File: src/rtl/ball_engine.sv
// ball_engine: pong ball position, wall/paddle bounces and serve/score FSM
module ball_engine #(
  parameter int W            = 11,
  parameter int O_LEFT       = 390,
  parameter int O_TOP        = 290,
  parameter int B_SIZE       = 20,
  parameter int S_WIDTH      = 800,
  parameter int S_HEIGHT     = 600,
  parameter int X_STEP       = 2,
  parameter int Y_STEP       = 2,
  parameter int PAD_W        = 10,
  parameter int SERVE_FRAMES = 60
) (
  input  logic         PixelClock,
  input  logic         Reset,
  input  logic         FrameTick,
  input  logic         Run,
  input  logic [W-1:0] padLTop,
  input  logic [W-1:0] padLBot,
  input  logic [W-1:0] padRTop,
  input  logic [W-1:0] padRBot,
  input  logic [11:0]  xPos,
  input  logic [11:0]  yPos,
  output logic         drawBall,
  output logic [W-1:0] ballX,
  output logic [W-1:0] ballY,
  output logic         scoreL,
  output logic         scoreR,
  output logic [7:0]   hitCount,
  output logic [1:0]   state
);
  typedef enum logic [1:0] {SERVE = 2'b00, MOVE = 2'b01, OUT = 2'b10} st_t;
  localparam int WP = W + 1;
  localparam int CW = $clog2(SERVE_FRAMES + 1);
  localparam logic [WP-1:0] BS      = WP'(B_SIZE);
  localparam logic [WP-1:0] XS      = WP'(X_STEP);
  localparam logic [WP-1:0] YS      = WP'(Y_STEP);
  localparam logic [WP-1:0] SH      = WP'(S_HEIGHT);
  localparam logic [WP-1:0] SW_EDGE = WP'(S_WIDTH - PAD_W);
  localparam logic [WP-1:0] X_MIN   = WP'(PAD_W);
  localparam logic [W-1:0]  X0      = W'(O_LEFT);
  localparam logic [W-1:0]  Y0      = W'(O_TOP);
  localparam logic [CW-1:0] SF_LAST = CW'(SERVE_FRAMES - 1);
  localparam logic [11:0]   BS12    = 12'(B_SIZE);
  st_t cur, nxt;
  logic [W-1:0] x_nxt, y_nxt;
  logic [WP-1:0] bx, by;
  logic [CW-1:0] cnt, cnt_nxt;
  logic [7:0] hit_nxt;
  logic xdir, xdir_nxt, ydir, ydir_nxt, left_pt, left_nxt;
  logic step, ovl, down_edge, up_edge, x_edge;
  assign bx        = WP'(ballX);
  assign by        = WP'(ballY);
  assign step      = FrameTick && Run;
  assign down_edge = by + BS + YS >= SH;
  assign up_edge   = by <= YS;
  assign x_edge    = xdir ? (bx + BS + XS >= SW_EDGE) : (bx <= X_MIN + XS);
  assign ovl       = xdir ? (by + BS > WP'(padRTop) && by < WP'(padRBot))
                          : (by + BS > WP'(padLTop) && by < WP'(padLBot));
  assign state     = cur;
  assign scoreL    = cur == OUT && left_pt;
  assign scoreR    = cur == OUT && !left_pt;
  assign drawBall  = xPos >= 12'(ballX) && xPos < 12'(ballX) + BS12 &&
                     yPos >= 12'(ballY) && yPos < 12'(ballY) + BS12;
  always_ff @(posedge PixelClock or negedge Reset)
    if (!Reset) begin
      cur      <= SERVE;
      ballX    <= X0;
      ballY    <= Y0;
      xdir     <= 1'b1;
      ydir     <= 1'b1;
      left_pt  <= 1'b0;
      cnt      <= '0;
      hitCount <= '0;
    end else begin
      cur      <= nxt;
      ballX    <= x_nxt;
      ballY    <= y_nxt;
      xdir     <= xdir_nxt;
      ydir     <= ydir_nxt;
      left_pt  <= left_nxt;
      cnt      <= cnt_nxt;
      hitCount <= hit_nxt;
    end
  always_comb begin
    nxt      = cur;
    x_nxt    = ballX;
    y_nxt    = ballY;
    xdir_nxt = xdir;
    ydir_nxt = ydir;
    left_nxt = left_pt;
    cnt_nxt  = cnt;
    hit_nxt  = hitCount;
    case (cur)
      SERVE: if (step) begin
        cnt_nxt = (cnt == SF_LAST) ? '0 : cnt + 1'b1;
        nxt     = (cnt == SF_LAST) ? MOVE : SERVE;
      end
      MOVE: if (step) begin
        y_nxt    = ydir ? (down_edge ? W'(SH - BS) : W'(by + YS)) : (up_edge ? '0 : W'(by - YS));
        ydir_nxt = ydir ? !down_edge : up_edge;
        if (x_edge && ovl) begin
          x_nxt    = xdir ? W'(SW_EDGE - BS) : W'(X_MIN);
          xdir_nxt = !xdir;
          hit_nxt  = hitCount + {7'd0, hitCount != 8'hff};
        end else if (x_edge) begin
          nxt      = OUT;
          left_nxt = xdir;
        end else
          x_nxt = xdir ? W'(bx + XS) : W'(bx - XS);
      end
      // OUT, and the unreachable encoding, both land in a fresh serve
      default: begin
        nxt      = SERVE;
        x_nxt    = X0;
        y_nxt    = Y0;
        xdir_nxt = (cur == OUT) ? !left_pt : xdir;
        cnt_nxt  = '0;
        hit_nxt  = '0;
      end
    endcase
  end
endmodule
File: config.mk
export PLATFORM = sky130hd
export DESIGN_NAME = ball_engine
export DESIGN_NICKNAME = d
export VERILOG_FILES = /design/src/rtl/ball_engine.sv
export SDC_FILE = /design/constraint.sdc
export NUM_CORES = 1
export LEC_CHECK = 0
export ABC_AREA = 1
export ABC_CLOCK_PERIOD_IN_PS = 3400
export CAP_MARGIN = 40
export CORE_ASPECT_RATIO = 0.6
export CORE_MARGIN = 3
export CORE_UTILIZATION = 38
export CTS_CLUSTER_DIAMETER = 200
export CTS_CLUSTER_SIZE = 10
export DETAILED_ROUTE_END_ITERATION = 8
export PLACE_DENSITY = 0.6
export SYNTH_ARGS = -nofsm -noshare
export SYNTH_HDL_FRONTEND = slang
export SYNTH_SLANG_ARGS = --single-unit
File: constraint.sdc
create_clock -name PixelClock -period 3.4 [get_ports PixelClock]
set_clock_uncertainty 0.05 [all_clocks]
set_input_delay 0.68 -clock PixelClock [delete_from_list [all_inputs] [get_ports PixelClock]]
set_output_delay 0.68 -clock PixelClock [all_outputs]
set_load 0.1 [all_outputs]
==> results of run 1 <==
## where the power goes
part / switching, mW / internal [mW]
sequential: 0.190 / 0.627
clock: 0.202 / 0.312
combinational: 2.31 / 1.24
total: 2.71 / 2.18
## cell usage after synthesis, types with 9 or more instances
master   instances
inv_1          116
nand3_1         59
nand2_2          9
nor3_1          11
nand4_1         18
a21oi_1         52
dfstp_2          9
nand2_1        190
dfrtp_1         30
o21ai_0         40
ha_1           102
nor2_1          59
xor2_1          25
inv_2           10
## worst min-delay path by stage
| stage | cells after the start | end | slack (ns) | startpoint |
|---|---|---|---|---|
| 2_1_floorplan | 0 | ballX[10]$_DFFE_PN0P_ | 0.33 | Reset |
| 3_5_place_dp | 2 | cnt[5]$_DFFE_PN0P_ | 0.43 | cnt[5]$_DFFE_PN0P_ |
| 3_3_place_gp | 2 | cnt[5]$_DFFE_PN0P_ | 0.43 | cnt[5]$_DFFE_PN0P_ |
| 5_1_grt | 1 | ballY[10]$_DFFE_PN0P_ | 0.16 | Reset |
| 4_1_cts | 1 | ballY[10]$_DFFE_PN0P_ | 0.16 | Reset |
| 6_report | 1 | ballY[10]$_DFFE_PN0P_ | 0.16 | Reset |
## logic make-up after synthesis
| group | Yosys count | synth area share, % |
|---|---|---|
| fa+ha+maj | 103 | 23.6 |
| other cells | 1 | 0.0682 |
| simple gates | 378 | 31.7 |
| compound gates | 122 | 12.2 |
| buf+inv | 138 | 9.70 |
| flops | 39 | 18.0 |
| xor+xnor | 29 | 4.62 |
| mux | 1 | 0.182 |
## layer usage
layer,global-route usage (%),vias up,part of all wire (%)
met5,0,-,0
met4,1.85,0,0.33
met3,4.66,9,8.9
met2,25.5,207,34
met1,39.1,2579,57
li1,-,3004,-
## worst max-delay path: stages, from the launching register on
cell	delay [ns]
dfrtp_4	0.53
ha_4	0.19
nor2_4	0.13
nor2_2	0.06
buf_4	0.14
nand2_1	0.09
xor2_2	0.19
inv_2	0.08
ha_1	0.27
nand2_1	0.07
nor2_1	0.07
nand3_1	0.12
o2111ai_2	0.15
nor2_4	0.17
buf_12	0.19
## layout make-up
cell class	count	area, um2
Inverter	129	493
Sequential cell	39	1030
Clock buffer	7	153
Clock inverter	1	7.51
Fill cell	1368	6220
Tap cell	192	240
Multi-Input combinational cell	636	4370
Timing Repair Buffer	157	1400
## registers in the layout (all words and copies together), names as in the netlist
name      cells
ballX        10
ballY        10
hitCount      8
cnt           6
state         2
left_pt       1
xdir          1
ydir          1
## through the flow
step | setup WS [ns] | cells
2_1_floorplan | 0.00101 | 812
3_3_place_gp | -0.329 | 1140
3_5_place_dp | -0.303 | 1142
4_1_cts | -0.0266 | 1157
5_1_grt | -0.172 | 1161
6_report | -0.0641 | 1161
## what timing repair did
action | in CTS | in global routing
setup endpoints to repair | 1 | 21
hold endpoints to repair | 0 | 0
resized for setup | 33 | 41
buffers inserted | 7 | 3
pin swaps | 14 | 17
cloned | 0 | 1
==> qor.csv, run 1 <==
stage;metric;value;unit
status;status;finished, violations left;
status;violations;negative setup slack;
setup_path;worstPathArrival;2.73;ns
drt;vias_per_cell;4.99;
sta;max_clock_freq;0.289;GHz
layout;final_cell_mix;nand2_1, inv_1, ha_1, buf_4, clkdlybuf4s50_1;
place;portBuffers;102;
flow_run;max_cap_viol_count;0;
layout;final_util;55.3;%
setup_path;reg2reg_slack;0.13;ns
sta;worst_pin_slew;0.633;ns
sta;timing.hold.ws;0.164;ns
place;dp_hpwl;14.4;mm
grt;grt_usage;21.9;%
worst_hold_path;hold_class;in2async;
sta;layout_setup_ws;-0.0641;ns
sta;finalHoldViolations;0;
die;initial_utilization;39.5;%
layout;finalInstanceArea;7690;um2
die;die_x;161;um
drt;num_vias;5799;
setup_path;crit_end;drawBall;
sta;fin_crit_sh;102;%
place;dpl_cell_area;7100;um2
logic_synthesis;syn-instance-count;811;
drt;drt_wl_total;17.7;mm
setup_path;crit_path_max_fanout;4;
setup_path;reg2reg_from;ballY[5]$_DFFE_PN1P_;
setup_path;reg2reg_to;ballX[3]$_DFFE_PN0P_;
layout;antenna_cells;0;
sta;fin_crit;3.46;ns
die;die_y;99.2;um
clock_tree;clockRootBuffer;clkbuf_16;
clock_tree;htree_levels;2;
layout;area_growth;40.0;%
grt;grt_start_max_net_pins;21;
grt;grt_pass1_vias;5197;
setup_path;critPathKind;reg2out;
pwr;p_total;4.88;mW
layout;final_common_cell;nand2_1;
clock_tree;clock_path_buffers;2;
logic_synthesis;synth_top_area_share;23.2;%
logic_synthesis;ys_types;43;
logic_synthesis;yosysTopAreaCell;ha_1;
sta;rsz0062_at_grt;yes;
setup_path;required;2.67;ns
logic_synthesis;synth-async-reset-ratio;100;%
die;row_count;33;
clock_tree;hold_buffers;0;
pwr;p_leak;3.81;nW
logic_synthesis;seq_area_frac_synth;18.0;%
logic_synthesis;synth_ff_type;dfrtp_1;
grt;gr-total-overflow;0;
drt;drc;0;
drt;post_drt_wl_per_cell;15.2;um
pwr;power_density;635;nW/um2
logic_synthesis;netlist_top_cells_area;ha_1, dfrtp_1, nand2_1;
drt;ant_nets;0;
logic_synthesis;avgSynthCellArea;6.78;um2
clock_tree;cts_buffers;5;
grt;antenna_found_initial;0;
setup_path;r2r_cells;19;
die;die-area;16000;um2
setup_path;cp-start-kind;register;
clock_tree;clkLatencyLatePin;0.29;ns
place;gp_congestion;0.896;
sta;final_max_slew_viol_count;0;
logic_synthesis;synth_area;5500;um2
die;io_pins;107;
logic_synthesis;ys_ff_latch;39;
clock_tree;clk_pin_slew;0.06;ns
die;core;13900;um2
pwr;worst_ir_drop_vdd;0.358;mV
clock_tree;cts_tree;yes;
layout;layout-drive-gt1-share;22.4;%
grt;grt_pass1_wl;28.1;mm
setup_path;cp-startpoint;ballY[2]$_DFFE_PN0P_;
setup_path;worst_setup_path_end_kind;output port;
drt;dr.pass1.iters;5;
sta;fin_setup_tns;-0.0641;ns
logic_synthesis;ys_warn_count;0;
logic_synthesis;synth_edf_count;0;
sta;setup_viol;1;
clock_tree;clock-sinks;39;
layout;final_net_count;1143;
sta;slew_headroom;57.4;%
drt;initialDrtViolationCount;497;
Power figures use the tool's default switching activity.
==> run 2, diff against run 1 <==
--- a/config.mk
+++ b/config.mk
@@ -8,7 +8,7 @@
 export ABC_AREA = 1
 export ABC_CLOCK_PERIOD_IN_PS = 3400
 export CAP_MARGIN = 40
-export CORE_ASPECT_RATIO = 0.6
+export CORE_ASPECT_RATIO = 0.9
 export CORE_MARGIN = 3
 export CORE_UTILIZATION = 38
 export CTS_CLUSTER_DIAMETER = 200
==> run 2 against run 1 <==
Net effect:
- the flow now finishes without violations
- non-clock buffer count fell by 13
- maximum frequency increased by 3.2%
- cell count down 1.0%
- count of clock-buffer cells in the layout decreased by 2
- core utilization decreased by 2.2 points
- hold slack gained 0.092 ns
- flip-flop and latch count did not move
- sequential power up 0.9%
- setup slack gained 0.11 ns
- combinational power fell by 5.6%
- first-iteration DRC count decreased by 46%
- critical path type is now in2out
- largest cell class unchanged
==> qor.csv, run 2 (synthesis results as in run 1) <==
stage;metric;value;unit
status;status;finished clean;
layout;final_common_cell;nand2_1;
place;dpl_cell_area;6940;um2
setup_path;reg2reg_slack;0.18;ns
setup_path;cp-startpoint;yPos[2];
sta;rsz0062_at_grt;yes;
grt;gr-total-overflow;0;
setup_path;reg2reg_from;ballY[5]$_DFFE_PN1P_;
pwr;worst_ir_drop_vdd;0.336;mV
setup_path;crit_end;drawBall;
sta;slew_headroom;61.6;%
sta;final_max_slew_viol_count;0;
place;dp_hpwl;12.4;mm
clock_tree;clkLatencyLatePin;0.29;ns
layout;final_util;53.0;%
layout;layout-drive-gt1-share;19.7;%
die;die_y;120;um
sta;max_clock_freq;0.298;GHz
sta;worst_pin_slew;0.570;ns
layout;area_growth;36.2;%
setup_path;worstPathArrival;2.63;ns
place;portBuffers;102;
grt;grt_pass1_vias;5215;
sta;fin_crit_sh;98.7;%
die;row_count;41;
grt;grt_pass1_wl;25.4;mm
clock_tree;clockRootBuffer;clkbuf_16;
layout;stdcell_count;1149;
sta;setup_viol;0;
setup_path;cp-start-kind;input pin;
setup_path;required;2.67;ns
clock_tree;hold_buffers;0;
die;initial_utilization;39.0;%
grt;antenna_found_initial;0;
setup_path;r2r_cells;19;
worst_hold_path;hold_class;in2async;
drt;dr.pass1.iters;4;
sta;fin_crit;3.36;ns
layout;largestRegisters;ballX: 10 flops, ballY: 10 flops, hitCount: 8 flops;
drt;vias_per_cell;4.83;
drt;drt_wl_total;15.5;mm
clock_tree;clk_pin_slew;0.06;ns
sta;timing.hold.ws;0.256;ns
clock_tree;cts_buffers;5;
clock_tree;clock-sinks;39;
drt;drc;0;
layout;final_cell_mix;nand2_1, inv_1, ha_1, buf_4, clkdlybuf4s50_1;
clock_tree;clock_path_buffers;2;
setup_path;reg2reg_to;ballX[3]$_DFFE_PN0P_;
drt;post_drt_wl_per_cell;13.5;um
flow_run;max_cap_viol_count;0;
die;core;14100;um2
layout;finalInstanceArea;7480;um2
grt;grt_usage;19.1;%
place;place_inst;1124;
layout;antenna_cells;0;
drt;ant_nets;0;
clock_tree;htree_levels;2;
drt;initialDrtViolationCount;270;
setup_path;critPathKind;in2out;
pwr;p_leak;3.72;nW
drt;num_vias;5550;
die;die_x;133;um
pwr;power_density;631;nW/um2
sta;finalHoldViolations;0;
place;gp_congestion;0.844;
grt;grt_start_max_net_pins;26;
die;io_pins;107;
clock_tree;cts_tree;yes;
die;die-area;15900;um2
layout;final_net_count;1130;
setup_path;crit_path_max_fanout;2;
setup_path;worst_setup_path_end_kind;output port;
-- run 2: worst max-delay path, cell delays in order --
cell and delay [ns]:
clkdlybuf4s50_1 0.43, ha_1 0.29, inv_1 0.05, o21bai_1 0.17
a21oi_2 0.11, o311ai_2 0.26, buf_4 0.16, nand4_1 0.14
nor2_4 0.16, buf_12 0.18
-- run 2: how the worst min path moves through the flow --
| stage | start | cells after the start | to | slack, ns |
|---|---|---|---|---|
| finish | Reset | 1 | cnt[3]$_DFFE_PN0P_ | 0.26 |
| global route | Reset | 1 | cnt[3]$_DFFE_PN0P_ | 0.28 |
| CTS | Reset | 1 | state[1]$_DFFE_PN0P_ | 0.26 |
| detailed placement | cnt[5]$_DFFE_PN0P_ | 2 | cnt[5]$_DFFE_PN0P_ | 0.44 |
| global placement | cnt[5]$_DFFE_PN0P_ | 2 | cnt[5]$_DFFE_PN0P_ | 0.43 |
| floorplan | Reset | 0 | ballX[10]$_DFFE_PN0P_ | 0.33 |
-- run 2: layout make-up --
cell class,instances,area [um2]
sequential,39,1030
clock buffer,5,125
timing repair buffer,144,1280
multi-input combinational,636,4270
clock inverter,3,43.8
tap,193,241
inverter,129,490
fill,1391,6630
-- run 2: power breakdown --
| group | internal [mW] | switching [mW] | total, mW | leakage [nW] |
|---|---|---|---|---|
| logic | 1.18 | 2.17 | 3.35 | 3.17 |
| clock network | 0.346 | 0.201 | 0.547 | 0.0838 |
| registers | 0.628 | 0.196 | 0.824 | 0.469 |
-- run 2: stage by stage --
| step | total power [mW] | TNS [ns] | setup slack (ns) |
|---|---|---|---|
| 5_1_grt | 5.18 | -0.0519 | -0.0514 |
| 2_1_floorplan | 3.09 | 0 | 0.00101 |
| 4_1_cts | 4.56 | 0 | 0.00720 |
| 3_3_place_gp | 3.92 | -0.0974 | -0.0974 |
| 6_report | 4.72 | 0 | 0.0441 |
| 3_5_place_dp | 3.95 | -0.104 | -0.104 |
-- run 2: layer usage --
layer  wire [um]  vias to the layer above  track usage, %
met5           0                        -               0
met4         101                        0            2.73
met3         685                       10            2.43
met2        6290                      111            28.1
met1        8420                     2458            30.2
li1            -                     2971               -
-- run 2: timing repair --
action	in CTS	in global routing
gates cloned	0	1
endpoints found under the setup margin	1	18
setup buffers	4	12
endpoints found under the hold margin	0	0
gates resized for setup	6	44
pin swaps	3	18
